--- src/rtl/btle_tx_pdu_serializer_if.sv ---
// Link-layer <-> serializer bundle: packet parameters, PDU buffer write port,
// start/busy/done handshake and the timed air-bit stream.
interface btle_tx_pdu_serializer_if #(
    parameter int CRC_STATE_BIT_WIDTH      = 24,
    parameter int CHANNEL_NUMBER_BIT_WIDTH = 6
);
    logic [7:0]                          preamble;
    logic [31:0]                         access_address;
    logic [CRC_STATE_BIT_WIDTH-1:0]      crc_state_init_bit;
    logic [CHANNEL_NUMBER_BIT_WIDTH-1:0] channel_number;
    logic                                pdu_octet_mem_we;
    logic [5:0]                          pdu_octet_mem_addr;
    logic [7:0]                          pdu_octet_mem_data;
    logic                                start;
    logic                                busy;
    logic                                bit_out;
    logic                                bit_valid;
    logic                                bit_last;
    logic                                done;

    modport master (
        output preamble, access_address, crc_state_init_bit, channel_number,
        output pdu_octet_mem_we, pdu_octet_mem_addr, pdu_octet_mem_data, start,
        input  busy, bit_out, bit_valid, bit_last, done
    );

    modport slave (
        input  preamble, access_address, crc_state_init_bit, channel_number,
        input  pdu_octet_mem_we, pdu_octet_mem_addr, pdu_octet_mem_data, start,
        output busy, bit_out, bit_valid, bit_last, done
    );
endinterface

--- src/rtl/btle_tx_pdu_serializer.sv ---
// BLE TX packet serializer: preamble, access address, whitened PDU and
// whitened CRC24, one air bit every SAMPLE_PER_SYMBOL clocks.
module btle_tx_pdu_serializer #(
    parameter int SAMPLE_PER_SYMBOL        = 16,
    parameter int CRC_STATE_BIT_WIDTH      = 24,
    parameter int CHANNEL_NUMBER_BIT_WIDTH = 6,
    parameter int MAX_PAYLOAD_LEN          = 62
) (
    input  logic                   clk,
    input  logic                   rst,
    btle_tx_pdu_serializer_if.slave bus
);
    localparam int SPS_W = (SAMPLE_PER_SYMBOL > 1) ? $clog2(SAMPLE_PER_SYMBOL) : 1;
    localparam logic [SPS_W-1:0] SPS_LAST = SPS_W'(SAMPLE_PER_SYMBOL - 1);
    localparam int CW = CRC_STATE_BIT_WIDTH;
    localparam logic [CW-1:0] CRC_POLY = CW'(24'h00065A);
    localparam logic [8:0]    CRC_LAST_IDX = 9'(CW - 1);
    localparam logic [7:0]    MAX_LEN = 8'(MAX_PAYLOAD_LEN);

    typedef enum logic [2:0] {
        ST_IDLE        = 3'd0,
        ST_PREAMBLE    = 3'd1,
        ST_ACCESS_ADDR = 3'd2,
        ST_PDU         = 3'd3,
        ST_CRC         = 3'd4
    } state_t;

    function automatic logic [CW-1:0] crc_step(input logic [CW-1:0] c, input logic d);
        logic fb;
        fb = c[CW-1] ^ d;
        crc_step = {c[CW-2:0], fb} ^ (fb ? CRC_POLY : {CW{1'b0}});
    endfunction

    function automatic logic [6:0] whiten_step(input logic [6:0] w);
        whiten_step = {w[5], w[4], w[3] ^ w[6], w[2], w[1], w[0], w[6]};
    endfunction

    // Channel bits enter the LFSR bit-reversed below the constant 1 in w[6].
    function automatic logic [6:0] whiten_seed(input logic [CHANNEL_NUMBER_BIT_WIDTH-1:0] ch);
        whiten_seed = {1'b1, ch[0], ch[1], ch[2], ch[3], ch[4], ch[5]};
    endfunction

    logic [7:0]       pdu_mem_r [64];
    state_t           state_r, state_nxt_s;
    logic [SPS_W-1:0] sps_cnt_r, sps_cnt_nxt_s;
    logic [8:0]       bit_idx_r, bit_idx_nxt_s;
    logic [8:0]       pdu_last_idx_r, pdu_last_idx_nxt_s;
    logic [7:0]       preamble_r, preamble_nxt_s;
    logic [31:0]      aa_r, aa_nxt_s;
    logic [CW-1:0]    crc_r, crc_nxt_s;
    logic [6:0]       wh_r, wh_nxt_s;
    logic             busy_r, busy_nxt_s;
    logic             bit_out_r, bit_out_nxt_s;
    logic             bit_valid_r, bit_valid_nxt_s;
    logic             bit_last_r, bit_last_nxt_s;
    logic             done_r, done_nxt_s;
    logic [7:0]       len_s;
    logic [8:0]       pdu_next_idx_s;
    logic             pdu_raw_s;
    logic             period_end_s;

    // PDU buffer: link-layer writes land only while no packet is in flight.
    always_ff @(posedge clk) begin
        if (bus.pdu_octet_mem_we && !busy_r) begin
            pdu_mem_r[bus.pdu_octet_mem_addr] <= bus.pdu_octet_mem_data;
        end
    end

    // Clamped length and the unwhitened PDU bit that would be sent next.
    always_comb begin
        len_s = (pdu_mem_r[1] > MAX_LEN) ? MAX_LEN : pdu_mem_r[1];
        if (state_r == ST_PDU) begin
            pdu_next_idx_s = bit_idx_r + 9'd1;
        end else begin
            pdu_next_idx_s = 9'd0;
        end
        pdu_raw_s    = pdu_mem_r[pdu_next_idx_s[8:3]][pdu_next_idx_s[2:0]];
        period_end_s = (sps_cnt_r == SPS_LAST);
    end

    // Next-state and next-output logic; each new bit is produced at a period boundary.
    always_comb begin
        state_nxt_s        = state_r;
        sps_cnt_nxt_s      = sps_cnt_r;
        bit_idx_nxt_s      = bit_idx_r;
        pdu_last_idx_nxt_s = pdu_last_idx_r;
        preamble_nxt_s     = preamble_r;
        aa_nxt_s           = aa_r;
        crc_nxt_s          = crc_r;
        wh_nxt_s           = wh_r;
        busy_nxt_s         = busy_r;
        bit_out_nxt_s      = bit_out_r;
        bit_valid_nxt_s    = 1'b0;
        bit_last_nxt_s     = 1'b0;
        done_nxt_s         = 1'b0;

        if (state_r != ST_IDLE) begin
            sps_cnt_nxt_s = period_end_s ? {SPS_W{1'b0}} : sps_cnt_r + {{(SPS_W-1){1'b0}}, 1'b1};
        end else begin
            sps_cnt_nxt_s = {SPS_W{1'b0}};
        end

        case (state_r)
            ST_IDLE: begin
                if (bus.start) begin
                    state_nxt_s        = ST_PREAMBLE;
                    bit_idx_nxt_s      = 9'd0;
                    pdu_last_idx_nxt_s = 9'({len_s, 3'b000}) + 9'd15;
                    preamble_nxt_s     = bus.preamble;
                    aa_nxt_s           = bus.access_address;
                    crc_nxt_s          = bus.crc_state_init_bit;
                    wh_nxt_s           = whiten_seed(bus.channel_number);
                    busy_nxt_s         = 1'b1;
                    bit_out_nxt_s      = bus.preamble[0];
                    bit_valid_nxt_s    = 1'b1;
                end else begin
                    busy_nxt_s = 1'b0;
                end
            end
            ST_PREAMBLE: begin
                if (period_end_s) begin
                    bit_valid_nxt_s = 1'b1;
                    if (bit_idx_r == 9'd7) begin
                        state_nxt_s   = ST_ACCESS_ADDR;
                        bit_idx_nxt_s = 9'd0;
                        bit_out_nxt_s = aa_r[0];
                    end else begin
                        bit_idx_nxt_s = bit_idx_r + 9'd1;
                        bit_out_nxt_s = preamble_r[bit_idx_r[2:0] + 3'd1];
                    end
                end else begin
                    bit_valid_nxt_s = 1'b0;
                end
            end
            ST_ACCESS_ADDR: begin
                if (period_end_s) begin
                    bit_valid_nxt_s = 1'b1;
                    if (bit_idx_r == 9'd31) begin
                        state_nxt_s   = ST_PDU;
                        bit_idx_nxt_s = 9'd0;
                        bit_out_nxt_s = pdu_raw_s ^ wh_r[6];
                        crc_nxt_s     = crc_step(crc_r, pdu_raw_s);
                        wh_nxt_s      = whiten_step(wh_r);
                    end else begin
                        bit_idx_nxt_s = bit_idx_r + 9'd1;
                        bit_out_nxt_s = aa_r[bit_idx_r[4:0] + 5'd1];
                    end
                end else begin
                    bit_valid_nxt_s = 1'b0;
                end
            end
            ST_PDU: begin
                if (period_end_s) begin
                    bit_valid_nxt_s = 1'b1;
                    wh_nxt_s        = whiten_step(wh_r);
                    if (bit_idx_r == pdu_last_idx_r) begin
                        // CRC already holds the final PDU bit; send its MSB first.
                        state_nxt_s   = ST_CRC;
                        bit_idx_nxt_s = 9'd0;
                        bit_out_nxt_s = crc_r[CW-1] ^ wh_r[6];
                        crc_nxt_s     = {crc_r[CW-2:0], 1'b0};
                    end else begin
                        bit_idx_nxt_s = bit_idx_r + 9'd1;
                        bit_out_nxt_s = pdu_raw_s ^ wh_r[6];
                        crc_nxt_s     = crc_step(crc_r, pdu_raw_s);
                    end
                end else begin
                    bit_valid_nxt_s = 1'b0;
                end
            end
            ST_CRC: begin
                if (period_end_s) begin
                    if (bit_idx_r == CRC_LAST_IDX) begin
                        state_nxt_s   = ST_IDLE;
                        bit_idx_nxt_s = 9'd0;
                        busy_nxt_s    = 1'b0;
                        done_nxt_s    = 1'b1;
                        bit_out_nxt_s = 1'b0;
                    end else begin
                        bit_valid_nxt_s = 1'b1;
                        bit_last_nxt_s  = (bit_idx_r == CRC_LAST_IDX - 9'd1);
                        bit_idx_nxt_s   = bit_idx_r + 9'd1;
                        bit_out_nxt_s   = crc_r[CW-1] ^ wh_r[6];
                        crc_nxt_s       = {crc_r[CW-2:0], 1'b0};
                        wh_nxt_s        = whiten_step(wh_r);
                    end
                end else begin
                    bit_valid_nxt_s = 1'b0;
                end
            end
            default: begin
                state_nxt_s   = ST_IDLE;
                busy_nxt_s    = 1'b0;
                bit_out_nxt_s = 1'b0;
            end
        endcase
    end

    // State, datapath and registered outputs; reset aborts any packet in flight.
    always_ff @(posedge clk or posedge rst) begin
        if (rst) begin
            state_r        <= ST_IDLE;
            sps_cnt_r      <= {SPS_W{1'b0}};
            bit_idx_r      <= 9'd0;
            pdu_last_idx_r <= 9'd0;
            preamble_r     <= 8'd0;
            aa_r           <= 32'd0;
            crc_r          <= {CW{1'b0}};
            wh_r           <= 7'd0;
            busy_r         <= 1'b0;
            bit_out_r      <= 1'b0;
            bit_valid_r    <= 1'b0;
            bit_last_r     <= 1'b0;
            done_r         <= 1'b0;
        end else begin
            state_r        <= state_nxt_s;
            sps_cnt_r      <= sps_cnt_nxt_s;
            bit_idx_r      <= bit_idx_nxt_s;
            pdu_last_idx_r <= pdu_last_idx_nxt_s;
            preamble_r     <= preamble_nxt_s;
            aa_r           <= aa_nxt_s;
            crc_r          <= crc_nxt_s;
            wh_r           <= wh_nxt_s;
            busy_r         <= busy_nxt_s;
            bit_out_r      <= bit_out_nxt_s;
            bit_valid_r    <= bit_valid_nxt_s;
            bit_last_r     <= bit_last_nxt_s;
            done_r         <= done_nxt_s;
        end
    end

    assign bus.busy      = busy_r;
    assign bus.bit_out   = bit_out_r;
    assign bus.bit_valid = bit_valid_r;
    assign bus.bit_last  = bit_last_r;
    assign bus.done      = done_r;
endmodule

--- src/flat_wrapper.sv ---
// flat-port wrapper written by rule: the top's interface ports become plain ports
module btle_tx_pdu_serializer_flat 
#(
    parameter int SAMPLE_PER_SYMBOL        = 16,
    parameter int CRC_STATE_BIT_WIDTH      = 24,
    parameter int CHANNEL_NUMBER_BIT_WIDTH = 6,
    parameter int MAX_PAYLOAD_LEN          = 62
)
  (clk, rst, bus_preamble, bus_access_address, bus_crc_state_init_bit, bus_channel_number, bus_pdu_octet_mem_we, bus_pdu_octet_mem_addr, bus_pdu_octet_mem_data, bus_start, bus_busy, bus_bit_out, bus_bit_valid, bus_bit_last, bus_done);
  btle_tx_pdu_serializer_if #(.CRC_STATE_BIT_WIDTH(CRC_STATE_BIT_WIDTH), .CHANNEL_NUMBER_BIT_WIDTH(CHANNEL_NUMBER_BIT_WIDTH)) bus_i ();
  input  logic clk;
  input  logic rst;
  input wire logic [$bits(bus_i.preamble)-1:0] bus_preamble;
  input wire logic [$bits(bus_i.access_address)-1:0] bus_access_address;
  input wire logic [$bits(bus_i.crc_state_init_bit)-1:0] bus_crc_state_init_bit;
  input wire logic [$bits(bus_i.channel_number)-1:0] bus_channel_number;
  input wire logic [$bits(bus_i.pdu_octet_mem_we)-1:0] bus_pdu_octet_mem_we;
  input wire logic [$bits(bus_i.pdu_octet_mem_addr)-1:0] bus_pdu_octet_mem_addr;
  input wire logic [$bits(bus_i.pdu_octet_mem_data)-1:0] bus_pdu_octet_mem_data;
  input wire logic [$bits(bus_i.start)-1:0] bus_start;
  output wire logic [$bits(bus_i.busy)-1:0] bus_busy;
  output wire logic [$bits(bus_i.bit_out)-1:0] bus_bit_out;
  output wire logic [$bits(bus_i.bit_valid)-1:0] bus_bit_valid;
  output wire logic [$bits(bus_i.bit_last)-1:0] bus_bit_last;
  output wire logic [$bits(bus_i.done)-1:0] bus_done;
  assign bus_i.preamble = bus_preamble;
  assign bus_i.access_address = bus_access_address;
  assign bus_i.crc_state_init_bit = bus_crc_state_init_bit;
  assign bus_i.channel_number = bus_channel_number;
  assign bus_i.pdu_octet_mem_we = bus_pdu_octet_mem_we;
  assign bus_i.pdu_octet_mem_addr = bus_pdu_octet_mem_addr;
  assign bus_i.pdu_octet_mem_data = bus_pdu_octet_mem_data;
  assign bus_i.start = bus_start;
  assign bus_busy = bus_i.busy;
  assign bus_bit_out = bus_i.bit_out;
  assign bus_bit_valid = bus_i.bit_valid;
  assign bus_bit_last = bus_i.bit_last;
  assign bus_done = bus_i.done;
  btle_tx_pdu_serializer #(.SAMPLE_PER_SYMBOL(SAMPLE_PER_SYMBOL), .CRC_STATE_BIT_WIDTH(CRC_STATE_BIT_WIDTH), .CHANNEL_NUMBER_BIT_WIDTH(CHANNEL_NUMBER_BIT_WIDTH), .MAX_PAYLOAD_LEN(MAX_PAYLOAD_LEN)) u_core (.clk(clk), .rst(rst), .bus(bus_i));
endmodule
--- config.mk ---
export PLATFORM = sky130hd
export DESIGN_NAME = btle_tx_pdu_serializer_flat
export DESIGN_NICKNAME = d
export VERILOG_FILES = /design/src/rtl/btle_tx_pdu_serializer_if.sv /design/src/rtl/btle_tx_pdu_serializer.sv /design/src/flat_wrapper.sv
export SDC_FILE = /design/constraint.sdc
export NUM_CORES = 1
export LEC_CHECK = 0
export BUFFER_PORTS_ARGS = -buffer_cell sky130_fd_sc_hd__buf_2
export CORE_MARGIN = 5
export CORE_UTILIZATION = 25
export CTS_BUF_LIST = sky130_fd_sc_hd__clkbuf_4 sky130_fd_sc_hd__clkbuf_8 sky130_fd_sc_hd__clkbuf_16
export CTS_CLUSTER_DIAMETER = 80
export DETAILED_ROUTE_END_ITERATION = 7
export PLACE_DENSITY = 0.43
export SYNTH_ARGS = -nofsm -noshare
export SYNTH_HDL_FRONTEND = slang
export SYNTH_SLANG_ARGS = --single-unit
--- constraint.sdc ---
create_clock -name clk -period 4.8 [get_ports clk]
set_clock_uncertainty 0.1 [all_clocks]
set_input_delay 0.48 -clock clk [delete_from_list [all_inputs] [get_ports clk]]
set_output_delay 0.48 -clock clk [all_outputs]
set_load 0.02 [all_outputs]
==> run summary, run 1 <==
The routed via count divided by cell count was 5.036. In this run the power density over the cells is 451.6 mW/mm^2. Clock tree synthesis selected as its root buffer the cell sky130_fd_sc_hd__clkbuf_16. The met1 routing resource usage after global routing came out at 0.2211. The total overflow left after global routing is 0. The run gives 611 as the number of clock sinks seen by CTS.

The critical path goes through buf_4 > nand3_1 > xnor2_2 > buf_12 > mux2_2 > o22ai_1 > or4_1 > o211ai_1 > a311o_1 > a31o_2 > a32oi_2 > buf_4 > mux2i_2 > buf_12 > nand3_2 > o211ai_2. The cell area after synthesis was 0.02604 mm^2; the clock slew seen by the registers of the worst setup and hold paths was 0.06 ns. In this run the tool buffered the top-level ports with 92 buffer cells. The run finished with clean final reports. Setup repair after global routing left no endpoint under its margin. The total global routing track utilization is 0.1607. Critical setup path kind: flop to flop. The library cell used most frequently in the layout, excluding fill and tap cells, is sky130_fd_sc_hd__edfxtp_1. The run gives 0.04670 as the global-route met3 utilization. The area fraction of the dominant cell type after synthesis was 0.5904. Along the worst hold path, the cell count comes to 3. The starting density of the core is 0.2516. Setup total negative slack on the finished layout was measured at 0 ns. The xor-xnor portion of the synthesized cell area was 0.008023; the worst supply voltage drop on vdd was 0.2851 mV. The count of flip-flops with a built-in enable after synthesis is 512. The number of slew-limit violations in the final report is 0.

The top cell types in the final layout, fill and taps aside, are sky130_fd_sc_hd__edfxtp_1 (512), sky130_fd_sc_hd__nand2_1 (235), sky130_fd_sc_hd__nor2_1 (156). The share of synthesized area spent on multiplexers came out at 0.06712. The combinational cell fraction of total power is 0.160, and the synthesis-to-finish area growth is 21.82%. After detailed routing, the total wire length is 92120 um. Max-cap violations in this run came to 0.

The number of DRC markers in iteration 0 is 1906, and the standard-cell row count is 118. For the pin with the worst max-slew slack, the measured transition is 1.344 ns. The largest single stage delay on the critical path is 0.50 ns. For the share of total power in sequential cells, the log shows 0.447. The tools report the via count of the first global-routing pass as 17700. In this run the static leakage power is 0.01048 uW. The die is 332.8 um wide. In the routed design, unresolved DRC markers number 0. The internal power of the cells totals 10440 uW. The first TritonRoute pass finished after 5 iterations. The worst setup path is launched from a flop. The count of different cell masters after synthesis is 87, and the number of antenna violations at the first check in global routing is 3. Ranked by total cell area, the synthesized netlist is headed by sky130_fd_sc_hd__edfxtp_1 (59%), sky130_fd_sc_hd__dfrtp_1 (9.5%), sky130_fd_sc_hd__nand2_1 (3.4%), sky130_fd_sc_hd__mux2_2 (3.0%), sky130_fd_sc_hd__mux4_2 (2.6%). The most common flop cell mapped by yosys is sky130_fd_sc_hd__edfxtp_1. The adder-cell area share of the yosys netlist is 0.002306, and the portion of the post-synthesis area used by sequential elements is 0.6855. The final HPWL from detailed placement was 60230 um. The layer flagged by global routing as most heavily used is met2. Of all nets on the critical path, the largest fanout is 73. The switching part of the total is 0.2717, and the routability congestion estimate from global placement is 0.8955. The core region is 0.1035 mm^2. Share of synthesized registers carrying an async set or reset: 0.1620. Synthesis produced a netlist with a net count of 1977. The design draws 14330 uW.

TritonCTS built the clock tree. The wire length of the first global-routing pass was 131400 um; the mean routed wirelength per cell was 26.03 um. The run gives 0 as the total count of hold-check failures in the final report.

The fraction of the mapped netlist area in simple logic gates is 0.09888. Largest family of logic cells by synthesized area: compound AO/OA/AOI/OAI gates. On the critical path, the stage with the largest delay is an instance of sky130_fd_sc_hd__dfrtp_1.

Post-synthesis sequential element count: 611. The compound-gate portion of the synthesized area is 0.1109, and the maximum count of clock buffers along a single path is 3. Across all layers, the routed design uses 17820 vias. 93 I/O pins were placed. The tools report the kind of end point of the critical path as a flop. For the floorplan die area, the log shows 0.1107 mm^2. The worst path in the final design needs a cycle of 4.578 ns, including I/O delays and setup. The clock share of power is 0.393, and the number of warning messages in the yosys log is 0. On the critical path the largest part of the delay comes from compound AO/OA/AOI/OAI gates. Clock tree synthesis inserted a total of 73 buffers. The classification of the worst-slack hold path was input port to flop.

The post-route antenna net violation count was 0. At the worst endpoint, the required time is 5.24 ns. Entering global routing, the biggest net connects 74 pins. The share of final-layout standard cells stronger than drive strength 1 was 0.2178. At the worst endpoint, the arrival time is 5.02 ns.

The tools report the clock network latency to the later pin of the worst-skew pair as 0.65 ns. The number of nets in the layout was 2189; the total number of cells along the worst setup path was 16. The average instance area after synthesis works out to 13.82 um^2.

The worst-case headroom to the max-slew limit came out at 0.1005. The number of H-tree branching levels was 3. The tools report the met2 demand-to-capacity share in global routing as 0.2503. The total buffers and inverters traversed by the critical path is 4.

Setup violations remaining at the end of the flow were counted as 0. The die is 332.8 um tall. Library cell with the largest summed area after synthesis: sky130_fd_sc_hd__edfxtp_1.

The achievable frequency came out at 218.5 MHz. Number of cells on the worst reg-to-reg path: 16. Summed over all nets, the switching power comes to 3892 uW. The share of the cycle needed by the critical path after routing came out at 0.9537.

In the synthesized netlist, the number of instances is 1885.
state kept, by name, summed over array words and instances, names as in the netlist:
register	cells
u_core.pdu_mem_r	512
u_core.aa_r	32
u_core.crc_r	24
u_core.bit_idx_r	9
u_core.preamble_r	8
u_core.pdu_last_idx_r	7
u_core.wh_r	7
u_core.sps_cnt_r	4
u_core.state_r	3
u_core.bus.bit_last	1
u_core.bus.bit_out	1
u_core.bus.bit_valid	1
u_core.bus.busy	1
u_core.bus.done	1
stage by stage:
step | instance area, um^2 | utilization | worst slack, ns | hold slack (ns) | instances
after floorplan | 26040 | - | 1.091 | 0.3437 | 1885
after global placement | 28570 | 0.2760 | -0.2847 | 0.3575 | 3333
after detailed placement | 28570 | 0.2760 | -0.2794 | 0.3834 | 3333
after CTS | 31680 | 0.3061 | 0.01774 | 0.002479 | 3536
after global routing | 31720 | 0.3065 | 0.01502 | 0.04470 | 3538
final | 31730 | 0.3065 | 0.2224 | 0.04760 | 3539
cells by family after synthesis:
logic type	count (synthesis)
AND/OR/NAND/NOR	570
multiplexers	128
flip-flops	611
AO/OA/AOI/OAI	406
adder cells (fa/ha/maj)	5
XOR/XNOR	23
buffers and inverters	142
area by class of cell:
| type | count | area [um^2] |
|---|---|---|
| diodes | 1 | 2.502 |
| clock buffers | 100 | 2107 |
| clock inverters | 36 | 335.3 |
| fillers | 10230 | 71770 |
| inverters | 10 | 40.04 |
| multi-input cells | 1132 | 7592 |
| flip-flops and latches | 611 | 17850 |
| well taps | 1380 | 1727 |
| repair buffers | 269 | 2069 |
power groups by stage:
stage	clock network, uW	logic, uW	registers, uW
detailed placement	0	2250	6520
CTS	5740	2300	6410
global placement	0	2220	6490
floorplan	0	1540	6430
finish	5630	2290	6410
global route	5970	2510	6470
routing by layer:
layer,share of wire,up-vias
li1,-,7771
met1,0.43,9086
met2,0.45,821
met3,0.089,142
met4,0.026,4
met5,0.00029,-
tightest hold or removal path, cell delays in order:
cell                      delay, ns
sky130_fd_sc_hd__buf_2         0.10
sky130_fd_sc_hd__nand2_1       0.06
sky130_fd_sc_hd__a31oi_1       0.09
path summary, 6_finish.rpt:
kind                                                        to  slack [ns]                             from
min in group asynchronous       u_core.bus.bit_valid$_DFF_PP0_        0.48                              rst
max in group asynchronous           u_core.wh_r[2]$_DFFE_PP0P_        3.14                              rst
worst max register to register     u_core.crc_r[3]$_DFFE_PP0P_        0.22  u_core.bit_idx_r[2]$_DFFE_PP0P_
worst max-delay path               u_core.crc_r[3]$_DFFE_PP0P_        0.22  u_core.bit_idx_r[2]$_DFFE_PP0P_
worst min register to register   u_core.sps_cnt_r[0]$_DFF_PP0_        0.39    u_core.sps_cnt_r[0]$_DFF_PP0_
worst min-delay path                u_core.wh_r[2]$_DFFE_PP0P_        0.05            bus_channel_number[3]
Yosys cell counts, types with 10 or more instances:
cell,number
sky130_fd_sc_hd__a211oi_1,22
sky130_fd_sc_hd__a21oi_1,60
sky130_fd_sc_hd__a221oi_1,29
sky130_fd_sc_hd__a22oi_1,10
sky130_fd_sc_hd__a311oi_1,16
sky130_fd_sc_hd__a31oi_1,61
sky130_fd_sc_hd__buf_2,43
sky130_fd_sc_hd__buf_4,17
sky130_fd_sc_hd__clkbuf_1,57
sky130_fd_sc_hd__dfrtp_1,99
sky130_fd_sc_hd__edfxtp_1,512
sky130_fd_sc_hd__inv_1,10
sky130_fd_sc_hd__mux2_2,69
sky130_fd_sc_hd__mux2i_1,28
sky130_fd_sc_hd__mux4_2,30
sky130_fd_sc_hd__nand2_1,235
sky130_fd_sc_hd__nand2b_1,11
sky130_fd_sc_hd__nand3_1,52
sky130_fd_sc_hd__nor2_1,157
sky130_fd_sc_hd__nor2b_1,10
sky130_fd_sc_hd__nor3_1,25
sky130_fd_sc_hd__nor4_1,11
sky130_fd_sc_hd__o211ai_1,14
sky130_fd_sc_hd__o21ai_0,57
sky130_fd_sc_hd__o221ai_1,15
sky130_fd_sc_hd__o22ai_1,26
sky130_fd_sc_hd__or3_1,10
sky130_fd_sc_hd__xnor2_1,13
timing repair:
item | 4_1_cts | 5_1_grt
hold buffers | 67 | 0
pin swaps | 0 | 1
resized for setup | 1 | 5
setup endpoints to repair | 7 | 7
endpoints found under the hold margin | 130 | 0
buffers inserted | 0 | 2
Note: power is estimated with default switching activity, not from simulation.
==> run 2: changes to the inputs <==
CTS_BUF_LIST = not set   (was sky130_fd_sc_hd__clkbuf_4 sky130_fd_sc_hd__clkbuf_8 sky130_fd_sc_hd__clkbuf_16)
SLEW_MARGIN = 20   (was not set)
==> run 2 against run 1 <==
Effect of this change:
- routed wire length rose by 0.82%
- register-to-register slack about the same
- core utilization decreased by 0.13 points
- combinational power is essentially flat
- via count shrank 0.37%
- non-clock buffer count is 9 lower
- sequential power is essentially flat
- clock power is 3% lower
- design area decreased by 0.44%
- flip-flop and latch count unchanged
- sequential share of layout area grew 0.25 points
- critical path type unchanged
- largest cell class unchanged
- highest routed layer unchanged
==> run summary, run 2 (synthesized netlist as in run 1, its figures left out) <==
The flow ran to the end, and the final reports show no timing, DRC or antenna violations. The final layout contains routed wiring with a total length of 92870 um. Detailed placement ended at an HPWL of 60250 um.

TritonCTS built the clock tree. Mean routed wirelength per cell: 26.37 um. TritonCTS created 71 clock buffers. The count of pins on the block boundary was 93. The worst setup slack before clock tree synthesis is -0.2875 ns. For the setup violation total in the final timing report, the log shows 0.

The tools report the total count of hold-check failures in the final report as 0. The run gives 5 as the first-pass detailed-route iteration total. Via count of the first global-routing pass: 17670. The number of filler instances in the final layout was 10310. For the routability congestion estimate from global placement, the log shows 0.8955. The largest registers in the layout are u_core.pdu_mem_r (512), u_core.aa_r (32), u_core.crc_r (24).

After layout, the worst setup slack is 0.2187 ns. The tree is rooted in a sky130_fd_sc_hd__clkbuf_16. The starting density of the core came out at 0.2516.

The tools report the maximum count of clock buffers along a single path as 3. The number of DRC markers in iteration 0 came out at 1694. The classification of the worst-slack hold path is input port to flop. The number of max-capacitance violations reported came out at 0.

The tools report the kind of end point of the critical path as a flop. The initialized floorplan defines 118 standard-cell rows. Final global-route overflow total: 0. The logs give 0.3052 for the final core utilization and 611 for the number of clock sinks seen by CTS.

The number of antenna violations at the first check in global routing is 2, and the final critical-path required period is 4.581 ns. The area of the multi-input gates is 0.007635 mm^2. The kind of start point of the critical path was a flop. The synthesis-to-finish area growth was 21.29%; the post-route antenna net violation count was 0. The largest fanout on the critical path is 14.

In the routed design, unresolved DRC markers number 0. By startpoint and endpoint, the worst setup path is classified as flop to flop. The total placed instance area is 0.02857 mm^2. For the worst-skew pair, the clock arrives at the later sink with an insertion delay of 0.64 ns. The die covers 0.1107 mm^2. The total inserted antenna cells was 0; the achievable frequency was 218.3 MHz. The share of the cycle needed by the critical path after routing is 0.9544. For the final routed database, the setup TNS stands at 0 ns. The total area inside the core boundary comes to 0.1035 mm^2. The clock tree synthesis step divided the H-tree into 3 levels. Entering global routing, the biggest net connects 74 pins. The number of slew-limit violations in the final report is 0. After detailed routing, the number of vias per cell comes to 5.042.

The first global-routing pass estimated 131700 um of wire. The commonest non-fill, non-tap cell in the layout is sky130_fd_sc_hd__edfxtp_1. The power density of the placed cells was 448.6 mW/mm^2; the total global routing track utilization was 0.1602. For this run, the post-layout net count is 2178. The logs give 0.03159 mm^2 for the final design area excluding fillers and 0.01785 mm^2 for the register cell area after layout. The slew of the pin with the lowest slew margin was 1.155 ns; the worst-case headroom to the max-slew limit was 0.2270.

The number of flip-flops under the largest register name was 512. IR analysis of the VDD net gives a maximum drop of 0.2777 mV. The clock slew seen by the registers of the worst setup and hold paths is 0.06 ns. The floorplan step set the die height to 332.8 um.

For the worst setup path, the data required time is 5.23 ns. The share of final-layout standard cells stronger than drive strength 1 works out to 0.2101. The number of buffer cells added on primary ports was 92; the cell leakage power was 0.01037 uW. The run gives 17760 as the via count. The top cell types in the final layout, fill and taps aside, are sky130_fd_sc_hd__edfxtp_1 (512), sky130_fd_sc_hd__nand2_1 (235), sky130_fd_sc_hd__nor2_1 (152). The die width is 332.8 um, and the arrival time reported for the critical path endpoint is 5.02 ns.

More flip-flops sit in one register than any other, and that register is u_core.pdu_mem_r.
## run 2: what timing repair did
action	4_1_cts	5_1_grt
hold endpoints to repair	118	0
setup buffers	0	3
hold buffers	55	0
gates resized for setup	1	10
cloned	0	2
pin swaps	1	2
setup endpoints to repair	7	7
## run 2: path summary, 6_finish.rpt
path / end / slack [ns] / start / cells after the start
worst max-delay path: u_core.crc_r[3]$_DFFE_PP0P_ / 0.22 / u_core.bit_idx_r[2]$_DFFE_PP0P_ / 17
worst min-delay path: u_core.aa_r[3]$_DFFE_PP0P_ / 0.03 / bus_access_address[3] / 2
worst max register to register: u_core.crc_r[3]$_DFFE_PP0P_ / 0.22 / u_core.bit_idx_r[2]$_DFFE_PP0P_ / 17
worst min register to register: u_core.sps_cnt_r[0]$_DFF_PP0_ / 0.39 / u_core.sps_cnt_r[0]$_DFF_PP0_ / 1
max in group asynchronous: u_core.wh_r[3]$_DFFE_PP0P_ / 3.11 / rst / 4
min in group asynchronous: u_core.preamble_r[2]$_DFFE_PP0P_ / 0.49 / rst / 3
## run 2: worst max-delay path, stage by stage, from the launching register on
cell	delay, ns
sky130_fd_sc_hd__dfrtp_1	0.50
sky130_fd_sc_hd__buf_4	0.21
sky130_fd_sc_hd__nand3_1	0.25
sky130_fd_sc_hd__xnor2_4	0.37
sky130_fd_sc_hd__buf_4	0.27
sky130_fd_sc_hd__buf_4	0.27
sky130_fd_sc_hd__nand2_1	0.10
sky130_fd_sc_hd__a31oi_1	0.38
sky130_fd_sc_hd__o221ai_1	0.20
sky130_fd_sc_hd__o211ai_1	0.29
sky130_fd_sc_hd__o311ai_1	0.17
sky130_fd_sc_hd__o31ai_1	0.40
sky130_fd_sc_hd__a32oi_4	0.19
sky130_fd_sc_hd__buf_12	0.17
sky130_fd_sc_hd__mux2i_2	0.23
sky130_fd_sc_hd__buf_12	0.18
sky130_fd_sc_hd__nand3_2	0.08
sky130_fd_sc_hd__o211ai_2	0.12
## run 2: routing by layer
layer / share of wire / GRT usage
met2: 0.45 / 0.2499
met1: 0.44 / 0.2255
met4: 0.029 / 0.04672
met5: 0.00029 / 0
met3: 0.078 / 0.03505
## run 2: metrics by stage
stage,hold WS (ns),power [uW],instances
2_1_floorplan,0.3437,7973,1885
3_3_place_gp,0.3575,8709,3333
3_5_place_dp,0.3838,8761,3333
4_1_cts,0.0005864,14250,3517
5_1_grt,0.01240,14770,3522
6_report,0.02923,14170,3522
## run 2: area by class of cell
cell class	count	share of cell area
Timing Repair Buffer	260	0.06362
Tap cell	1380	0.05466
Clock inverter	34	0.01216
Sequential cell	611	0.5652
Clock buffer	95	0.06140
Multi-Input combinational cell	1132	0.2417
Inverter	10	0.001268
## run 2: power by group
group          switching, uW  internal (uW)
registers                255           6150
clock network           2270           3190
logic                   1340            962
